$ cat config.mk
export PLATFORM = sky130hd
export DESIGN_NAME = tbird_input_conditioner
export DESIGN_NICKNAME = d
export VERILOG_FILES = /design/src/rtl/tbird_pkg.sv /design/src/rtl/tbird_sync2.sv /design/src/rtl/tbird_input_conditioner.sv
export SDC_FILE = /design/constraint.sdc
export NUM_CORES = 1
export LEC_CHECK = 0
export ABC_CLOCK_PERIOD_IN_PS = 5680
export CAP_MARGIN = 30
export CORE_MARGIN = 3
export CORE_UTILIZATION = 60
export DETAILED_ROUTE_END_ITERATION = 16
export PLACE_DENSITY = 0.78
export SKIP_LAST_GASP = 1
export SLEW_MARGIN = 20
export SYNTH_ARGS = -nofsm -noshare
export SYNTH_HDL_FRONTEND = slang
export SYNTH_HIERARCHICAL = 1
export SYNTH_SLANG_ARGS = --single-unit
$ cat constraint.sdc
create_clock -name clk -period 5.68 [get_ports clk]
set_input_delay 1.136 -clock clk [delete_from_list [all_inputs] [get_ports clk]]
set_output_delay 1.136 -clock clk [all_outputs]
set_load 0.005 [all_outputs]
$ cat src/rtl/tbird_pkg.sv
// Shared types and defaults for the T-Bird tail-light design.
package tbird_pkg;

  localparam int unsigned CLK_HZ = 50_000_000;

  // 10 ms debounce window and 250 ms step period at CLK_HZ.
  localparam int unsigned DEB_CYCLES_DEF  = CLK_HZ / 100;
  localparam int unsigned TICK_CYCLES_DEF = CLK_HZ / 4;

  typedef enum logic [1:0] {
    MODE_IDLE  = 2'b00,
    MODE_RIGHT = 2'b01,
    MODE_LEFT  = 2'b10,
    MODE_ERROR = 2'b11
  } mode_t;

  // The switch pair maps directly onto the mode encoding: {left, right}.
  function automatic mode_t decode_mode(input logic sw_right, input logic sw_left);
    return mode_t'({sw_left, sw_right});
  endfunction

endpackage

$ cat src/rtl/tbird_sync2.sv
// Two-flop synchroniser for one asynchronous input bit.
module tbird_sync2 (
  input  logic clk,
  input  logic rst_n,
  input  logic d,
  output logic q
);

  logic meta;

  // First flop may go metastable; second flop gives it a full cycle to settle.
  always_ff @(posedge clk or negedge rst_n) begin
    if (!rst_n) begin
      meta <= 1'b0;
      q    <= 1'b0;
    end else begin
      meta <= d;
      q    <= meta;
    end
  end

endmodule

$ cat src/rtl/tbird_input_conditioner.sv
// Synchronises and jointly debounces the turn switches, commits the
// turn-signal mode and generates the LED step tick.
module tbird_input_conditioner
  import tbird_pkg::*;
#(
  parameter int unsigned DEB_CYCLES  = DEB_CYCLES_DEF,
  parameter int unsigned TICK_CYCLES = TICK_CYCLES_DEF
) (
  input  logic       clk,
  input  logic       rst_n,
  input  logic       sw0,
  input  logic       sw1,
  output logic [1:0] mode,
  output logic       mode_change,
  output logic       step_tick
);

  localparam int unsigned DEB_W  = (DEB_CYCLES  > 1) ? $clog2(DEB_CYCLES)  : 1;
  localparam int unsigned TICK_W = (TICK_CYCLES > 1) ? $clog2(TICK_CYCLES) : 1;

  localparam logic [DEB_W-1:0]  DEB_LAST  = DEB_W'(DEB_CYCLES - 1);
  localparam logic [TICK_W-1:0] TICK_LAST = TICK_W'(TICK_CYCLES - 1);

  logic sw0_s;
  logic sw1_s;
  mode_t s;

  mode_t             cand,          cand_d;
  logic [DEB_W-1:0]  deb_cnt,       deb_cnt_d;
  mode_t             mode_q,        mode_d;
  logic              mode_change_d;
  logic [TICK_W-1:0] tick_cnt,      tick_cnt_d;
  logic              step_tick_d;

  logic commit;
  logic tick_term;

  tbird_sync2 u_sync_sw0 (
    .clk   (clk),
    .rst_n (rst_n),
    .d     (sw0),
    .q     (sw0_s)
  );

  tbird_sync2 u_sync_sw1 (
    .clk   (clk),
    .rst_n (rst_n),
    .d     (sw1),
    .q     (sw1_s)
  );

  assign s    = decode_mode(sw0_s, sw1_s);
  assign mode = mode_q;

  // Next-state logic for debounce, commit and tick generation.
  always_comb begin
    cand_d        = cand;
    deb_cnt_d     = deb_cnt;
    mode_d        = mode_q;
    mode_change_d = 1'b0;
    tick_cnt_d    = tick_cnt;
    step_tick_d   = 1'b0;

    // A commit needs the pair to have matched the candidate for the whole window.
    commit    = (s == cand) && (deb_cnt == DEB_LAST) && (cand != mode_q);
    tick_term = (tick_cnt == TICK_LAST);

    // Debounce the pair as a vector so staggered bit changes restart the window.
    if (s != cand) begin
      cand_d    = s;
      deb_cnt_d = '0;
    end else if (deb_cnt != DEB_LAST) begin
      deb_cnt_d = deb_cnt + DEB_W'(1);
    end

    // A commit wins over a coincident terminal tick count and restarts the phase.
    if (commit) begin
      mode_d        = cand;
      mode_change_d = 1'b1;
      tick_cnt_d    = '0;
    end else if (mode_q == MODE_IDLE) begin
      tick_cnt_d = '0;
    end else begin
      step_tick_d = tick_term;
      tick_cnt_d  = tick_term ? '0 : tick_cnt + TICK_W'(1);
    end
  end

  // State and output registers.
  always_ff @(posedge clk or negedge rst_n) begin
    if (!rst_n) begin
      cand        <= MODE_IDLE;
      deb_cnt     <= '0;
      mode_q      <= MODE_IDLE;
      mode_change <= 1'b0;
      tick_cnt    <= '0;
      step_tick   <= 1'b0;
    end else begin
      cand        <= cand_d;
      deb_cnt     <= deb_cnt_d;
      mode_q      <= mode_d;
      mode_change <= mode_change_d;
      tick_cnt    <= tick_cnt_d;
      step_tick   <= step_tick_d;
    end
  end

endmodule

==> impl_metrics.csv, run 1 <==
group,metric,value,unit
status,status,"finished clean",
sta,fmax,411.6,MHz
routing,drtAntennaViolNets,0,
cells_and_area,n_fill_cell,302,
floorplan,die_w,70.82,µm
sta,tightest_slew,0.6877,ns
sta,post-route-period-util,42.77,%
setup_path,arrival,2.59,ns
yosys,syn_nets,251,
cells_and_area,area_delta_synth_final,6.650,%
sta,final-hold-violation-count,0,
clock_tree,cts_setup_buffers,0,
clock_tree,numCtsBuffers,5,
global_routing,grt_max_degree,54,
setup_path,slowest_delay,0.61,ns
sta,timing.setup.tns,0,ns
yosys,netlist_area,0.002521,mm²
clock_tree,clkLatencyLatePin,0.29,ns
routing,vias_per_cell,5.579,
floorplan,ios,8,
clock_tree,cts_root_buf,"clkbuf_8",
sta,max_slew_margin,54.15,%
setup_path,start_kind,"flop",
yosys,ys_types,35,
floorplan,dieArea,0.005015,mm²
pwr,ir_drop,0.0001829,V
placement,port_buffers,7,
floorplan,initial_core_util,65.42,%
global_routing,antenna_found_initial,0,
yosys,synth_seq_cells,53,
routing,initialDrtViolationCount,173,
cells_and_area,seq_area,0.001326,mm²
clock_tree,post_cts_resized,0,
yosys,synth_edf_count,0,
cells_and_area,nets,259,
sta,skew,0.004206,ns
floorplan,core_area,0.003854,mm²
global_routing,grt.total_usage,18.83,%
clock_tree,max-clock-path-buffers,2,
yosys,ys_seq_area_share,52.61,%
clock_tree,h-tree-depth,2,
routing,drc,0,
setup_path,crit_chain,"ha_1 -> and4_1 -> nand3_2 -> o31ai_2 -> nand2b_1 -> nor2_1",
placement,globalplace.congestion,0.8128,
setup_path,cp.required,5.84,ns
clock_tree,clk_pin_slew,0.09,ns
sta,period_minus_slack,2.429,ns
yosys,synth-main-ff-cell,"dfrtp_1",
placement,dpl.hpwl,2860,µm
yosys,synth_cells,245,
routing,routed-via-count,1685,
sta,setup_violations,0,
clock_tree,cts_tree,"built",
pwr,p_leak,1.099,nW
pwr,powerDensity,225.0,mW/mm²
hold_path,holdCritPathClass,"flop to flop",
global_routing,overflow,0,
setup_path,cp_slowest_cell,"nand2b_1",
setup_path,end_kind,"flop",
routing,dr.pass1.iters,4,
yosys,yosysWarnings,6,
sta,final-max-slew-violation-count,0,
cells_and_area,drive_gt1_share,5.906,%
yosys,avgSynthCellArea,10.29,µm²
global_routing,grt_pass1_wl,7596,µm
global_routing,grt_pass1_vias,1709,
cells_and_area,fin_util,69.77,%
cells_and_area,diodes,0,
routing,drt-total-wl,4141,µm
yosys,synthArstFlopShare,100.0,%
flow_run,maxCapViolations,0,
floorplan,fp.dieH,70.82,µm
sta,rsz0062_at_grt,"no",
clock_tree,cts.hold.buffers_added,0,
setup_path,path_class,"flop to flop",
floorplan,num_rows,22,
cells_and_area,multi_input_area,0.001127,mm²
routing,detail_route.wl_per_cell,13.71,µm
setup_path,critPathMaxFanout,20,
clock_tree,cts.sinks,53,
-- sequential cells by signal, summed over array words and instances, names as in the netlist, 2 cells and up --
name and count:
deb_cnt 19, cand 2, tick_cnt 24, mode 2
-- cells in the mapped netlist (all sizes together) (3+ instances only) --
master  instances  share of area, %
inv             5              0.74
or3             3              0.74
xnor2          16               5.6
and3            7               1.7
nand4          10               2.5
nor4            5               1.8
nor2           49               7.4
xor2           24               8.3
nand3          18               3.8
a21oi           3              0.60
dfrtp          53                53
nor3            4              0.79
buf             3               1.3
and4            5               1.7
o21ai           4              0.79
nand2          14               2.1
clkbuf          4              0.60
-- through the flow --
stage          worst slack [ns]  std cells  power [mW]  hold WS, ns  instance area [µm²]
2_1_floorplan             3.749        245      0.3999       0.3312                 2521
3_3_place_gp              3.338        294      0.4113       0.3330                 2605
3_5_place_dp              3.239        294      0.4119       0.3396                 2605
4_1_cts                   3.245        302      0.6124       0.3623                 2689
5_1_grt                   2.980        302      0.6345       0.3644                 2689
6_report                  3.251        302      0.6049       0.3594                 2689
-- where the power goes --
part           switching (mW)  leakage (nW)  internal (mW)  total [mW]
combinational          0.0145         0.334        0.00528      0.0198
sequential            0.00361         0.726          0.380       0.384
clock                   0.114        0.0385         0.0874       0.201
total                   0.132          1.10          0.473       0.605
-- final cells by class --
class / count / share of cell area, %
well taps: 48 / 2.234
inverters: 5 / 0.6980
clock inverters: 1 / 0.2792
flip-flops and latches: 53 / 49.33
clock buffers: 7 / 2.839
multi-input cells: 180 / 41.93
repair buffers: 8 / 2.699
-- critical path: cells and delay by family (launching register included) --
family / cells / cell delay [ns]
simple gates: 4 / 1.19
fa+ha+maj: 1 / 0.23
compound gates: 1 / 0.43
flops: 1 / 0.45
-- cell families after synthesis --
logic type                 after synthesis  synth area share, %
AOI/OAI and AO/OA                       11                2.729
and+or+nand+nor                        124                25.81
xor gates and xnor gates                40                13.90
adders and majority gates                2               0.9924
buffers and inverters                   12                2.680
DFF                                     53                52.61
muxes                                    3                1.290
-- placed cells by master (no fill, tap or decap), types with 5 or more instances in the layout --
cell type,synthesis,layout
xnor2_1,16,16
clkdlybuf4s50_1,0,6
xor2_1,24,24
nor2_1,48,48
nand2_1,14,14
inv_1,5,5
nand4_1,10,10
clkbuf_8,0,5
dfrtp_1,53,53
and3_1,7,7
and4_1,5,5
nand3_1,17,17
-- routing by layer --
metal / part of all wire, % / wire, µm / track usage (%) / vias to the layer above
met3: 3.5 / 146 / 5.256 / 7
met5: 0 / 0 / 0 / -
li1: - / - / - / 845
met2: 45 / 1845 / 28.22 / 25
met4: 1.1 / 45 / 5.010 / 0
met1: 51 / 2103 / 27.20 / 808
-- worst paths after layout --
path                                      start            to  slack (ns)  cells past startpoint
min in group asynchronous                 rst_n   deb_cnt[14]        0.94                      2
worst max-delay path                 deb_cnt[0]   tick_cnt[7]        3.25                      6
max in group asynchronous                 rst_n   tick_cnt[4]        4.31                      2
worst min register to register  u_sync_sw0/meta  u_sync_sw0/q        0.36                      0
worst max register to register       deb_cnt[0]   tick_cnt[7]        3.25                      6
worst min-delay path            u_sync_sw0/meta  u_sync_sw0/q        0.36                      0
Power figures use the tool's default switching activity.
==> run 2: changes to the inputs <==
--- a/config.mk
+++ b/config.mk
@@ -5,7 +5,7 @@
 export SDC_FILE = /design/constraint.sdc
 export NUM_CORES = 1
 export LEC_CHECK = 0
-export ABC_CLOCK_PERIOD_IN_PS = 5680
+export ABC_CLOCK_PERIOD_IN_PS = 2470
 export CAP_MARGIN = 30
 export CORE_MARGIN = 3
 export CORE_UTILIZATION = 60
==> constraint.sdc (replaced) <==
create_clock -name clk -period 2.47 [get_ports clk]
set_input_delay 0.494 -clock clk [delete_from_list [all_inputs] [get_ports clk]]
set_output_delay 0.494 -clock clk [all_outputs]
set_load 0.005 [all_outputs]
==> impl_metrics.csv, run 2 (synthesis gave the netlist of run 1 again) <==
group,metric,value,unit
status,status,"finished clean",
floorplan,initial_core_util,65.42,%
setup_path,arrival,2.21,ns
pwr,powerDensity,510.9,mW/mm²
cells_and_area,nets,262,
sta,max_slew_margin,57.32,%
sta,fmax,492.7,MHz
placement,dp.cells,297,
sta,rsz0062_at_grt,"no",
setup_path,critPathMaxFanout,6,
clock_tree,cts_root_buf,"clkbuf_8",
floorplan,dieArea,0.005015,mm²
floorplan,core_area,0.003854,mm²
flow_run,maxCapViolations,0,
cells_and_area,reg.largest.list,"tick_cnt: 24 flops, deb_cnt: 19 flops",
placement,dpl.hpwl,2921,µm
clock_tree,post_cts_resized,0,
routing,initialDrtViolationCount,196,
cells_and_area,regMostFlops,"tick_cnt",
global_routing,grt_pass1_vias,1672,
setup_path,regToRegSetupSlack,0.44,ns
global_routing,grt_util_met3,3.125,%
placement,port_buffers,7,
cells_and_area,drive_gt1_share,7.393,%
routing,routed-via-count,1707,
cells_and_area,layout_commonest_cell,"dfrtp_1",
cells_and_area,largest_reg_flops,24,
global_routing,met2_usage,29.25,%
routing,vias_per_cell,5.597,
clock_tree,cts.hold.buffers_added,0,
placement,place_ws,0.4586,ns
routing,detail_route.wl_per_cell,13.72,µm
routing,dr.pass1.iters,4,
floorplan,ios,8,
sta,final-max-slew-violation-count,0,
sta,tightest_slew,0.6403,ns
global_routing,grt_max_degree,54,
setup_path,start_kind,"flop",
sta,post-route-period-util,82.16,%
cells_and_area,design_area,0.002710,mm²
cells_and_area,final_cell_mix,"dfrtp_1, nor2_1, xor2_1",
global_routing,grt_pass1_wl,7596,µm
placement,globalplace.congestion,0.8468,
clock_tree,cts_tree,"built",
setup_path,r2r_start,"deb_cnt[0]",
setup_path,end_kind,"flop",
global_routing,met1_usage,26.90,%
clock_tree,cts_setup_buffers,0,
pwr,p_leak,1.118,nW
sta,timing.setup.tns,0,ns
clock_tree,cts.sinks,53,
clock_tree,max-clock-path-buffers,2,
sta,skew,0.004873,ns
floorplan,num_rows,22,
setup_path,r2r_cells,6,
routing,drt-total-wl,4185,µm
setup_path,path_class,"flop to flop",
global_routing,overflow,0,
clock_tree,numCtsBuffers,5,
clock_tree,clk_pin_slew,0.08,ns
setup_path,cp.required,2.65,ns
global_routing,antenna_found_initial,0,
global_routing,grt-busiest-layer,"met2",
global_routing,grt.total_usage,18.73,%
routing,drc,0,
cells_and_area,area_delta_synth_final,7.494,%
setup_path,rr_endpoint,"mode[1]",
sta,setup_violations,0,
cells_and_area,stdcell_count,305,
floorplan,fp.dieH,70.82,µm
cells_and_area,diodes,0,
routing,drtAntennaViolNets,0,
sta,final-hold-violation-count,0,
clock_tree,clkLatencyLatePin,0.29,ns
pwr,ir_drop,0.0005967,V
clock_tree,h-tree-depth,2,
sta,setup_slack,0.4406,ns
sta,period_minus_slack,2.029,ns
hold_path,holdCritPathClass,"primary input to asynchronous set/reset pin",
placement,dpl-instance-area,0.002628,mm²
floorplan,die_w,70.82,µm
-- run 2: changes by cell type in the layout (fill, tap and decap cells not counted), sizes merged --
cell	delta
buf	+3
clkinv	+2
clkbuf	-1
clkinvlp	-1
-- run 2: metrics by stage --
stage	power, mW	hold WS (ns)	util, %
after floorplan	0.9197	0.1984	-
after global placement	0.9486	0.3351	68.18
after detailed placement	0.9491	0.3355	68.18
after CTS	1.397	0.3331	70.32
after global routing	1.443	0.3526	70.32
final	1.385	0.3004	70.32
-- run 2: area by class of cell --
| class | instances | area, µm² |
|---|---|---|
| Sequential cell | 53 | 1326 |
| Fill cell | 301 | 1144 |
| Multi-Input combinational cell | 180 | 1127 |
| Timing Repair Buffer | 11 | 95.09 |
| Clock buffer | 6 | 72.57 |
| Tap cell | 48 | 60.06 |
| Inverter | 5 | 18.77 |
| Clock inverter | 2 | 10.01 |
-- run 2: worst max path at each step --
| stage | start | to | slack, ns | depth (start not counted) |
|---|---|---|---|---|
| after detailed placement | deb_cnt[0] | mode[1] | 0.46 | 6 |
| after global placement | deb_cnt[0] | mode[0] | 0.51 | 6 |
| after CTS | deb_cnt[0] | mode[1] | 0.44 | 6 |
| after global routing | deb_cnt[0] | mode[0] | 0.27 | 6 |
| after floorplan | deb_cnt[0] | mode[0] | 0.54 | 7 |
| final | deb_cnt[0] | mode[1] | 0.44 | 6 |
-- run 2: per-layer routing --
layer	vias up	part of all wire (%)
met4	0	1.7
met5	-	0
met1	811	50
li1	857	-
met2	31	45
met3	8	3.5
-- run 2: where the power goes --
part / internal (mW) / leakage (nW) / total [mW] / switching, mW
sequential: 0.875 / 0.726 / 0.883 / 0.00791
combinational: 0.0142 / 0.347 / 0.0476 / 0.0335
clock: 0.197 / 0.0450 / 0.454 / 0.257
total: 1.09 / 1.12 / 1.38 / 0.299
-- run 2: critical path, stage by stage (launching register included) --
cell and delay, ns:
dfrtp_1 0.44, ha_1 0.23, and4_1 0.29, nand3_2 0.13, or2_1 0.34, nor2_2 0.15, mux2_1 0.33
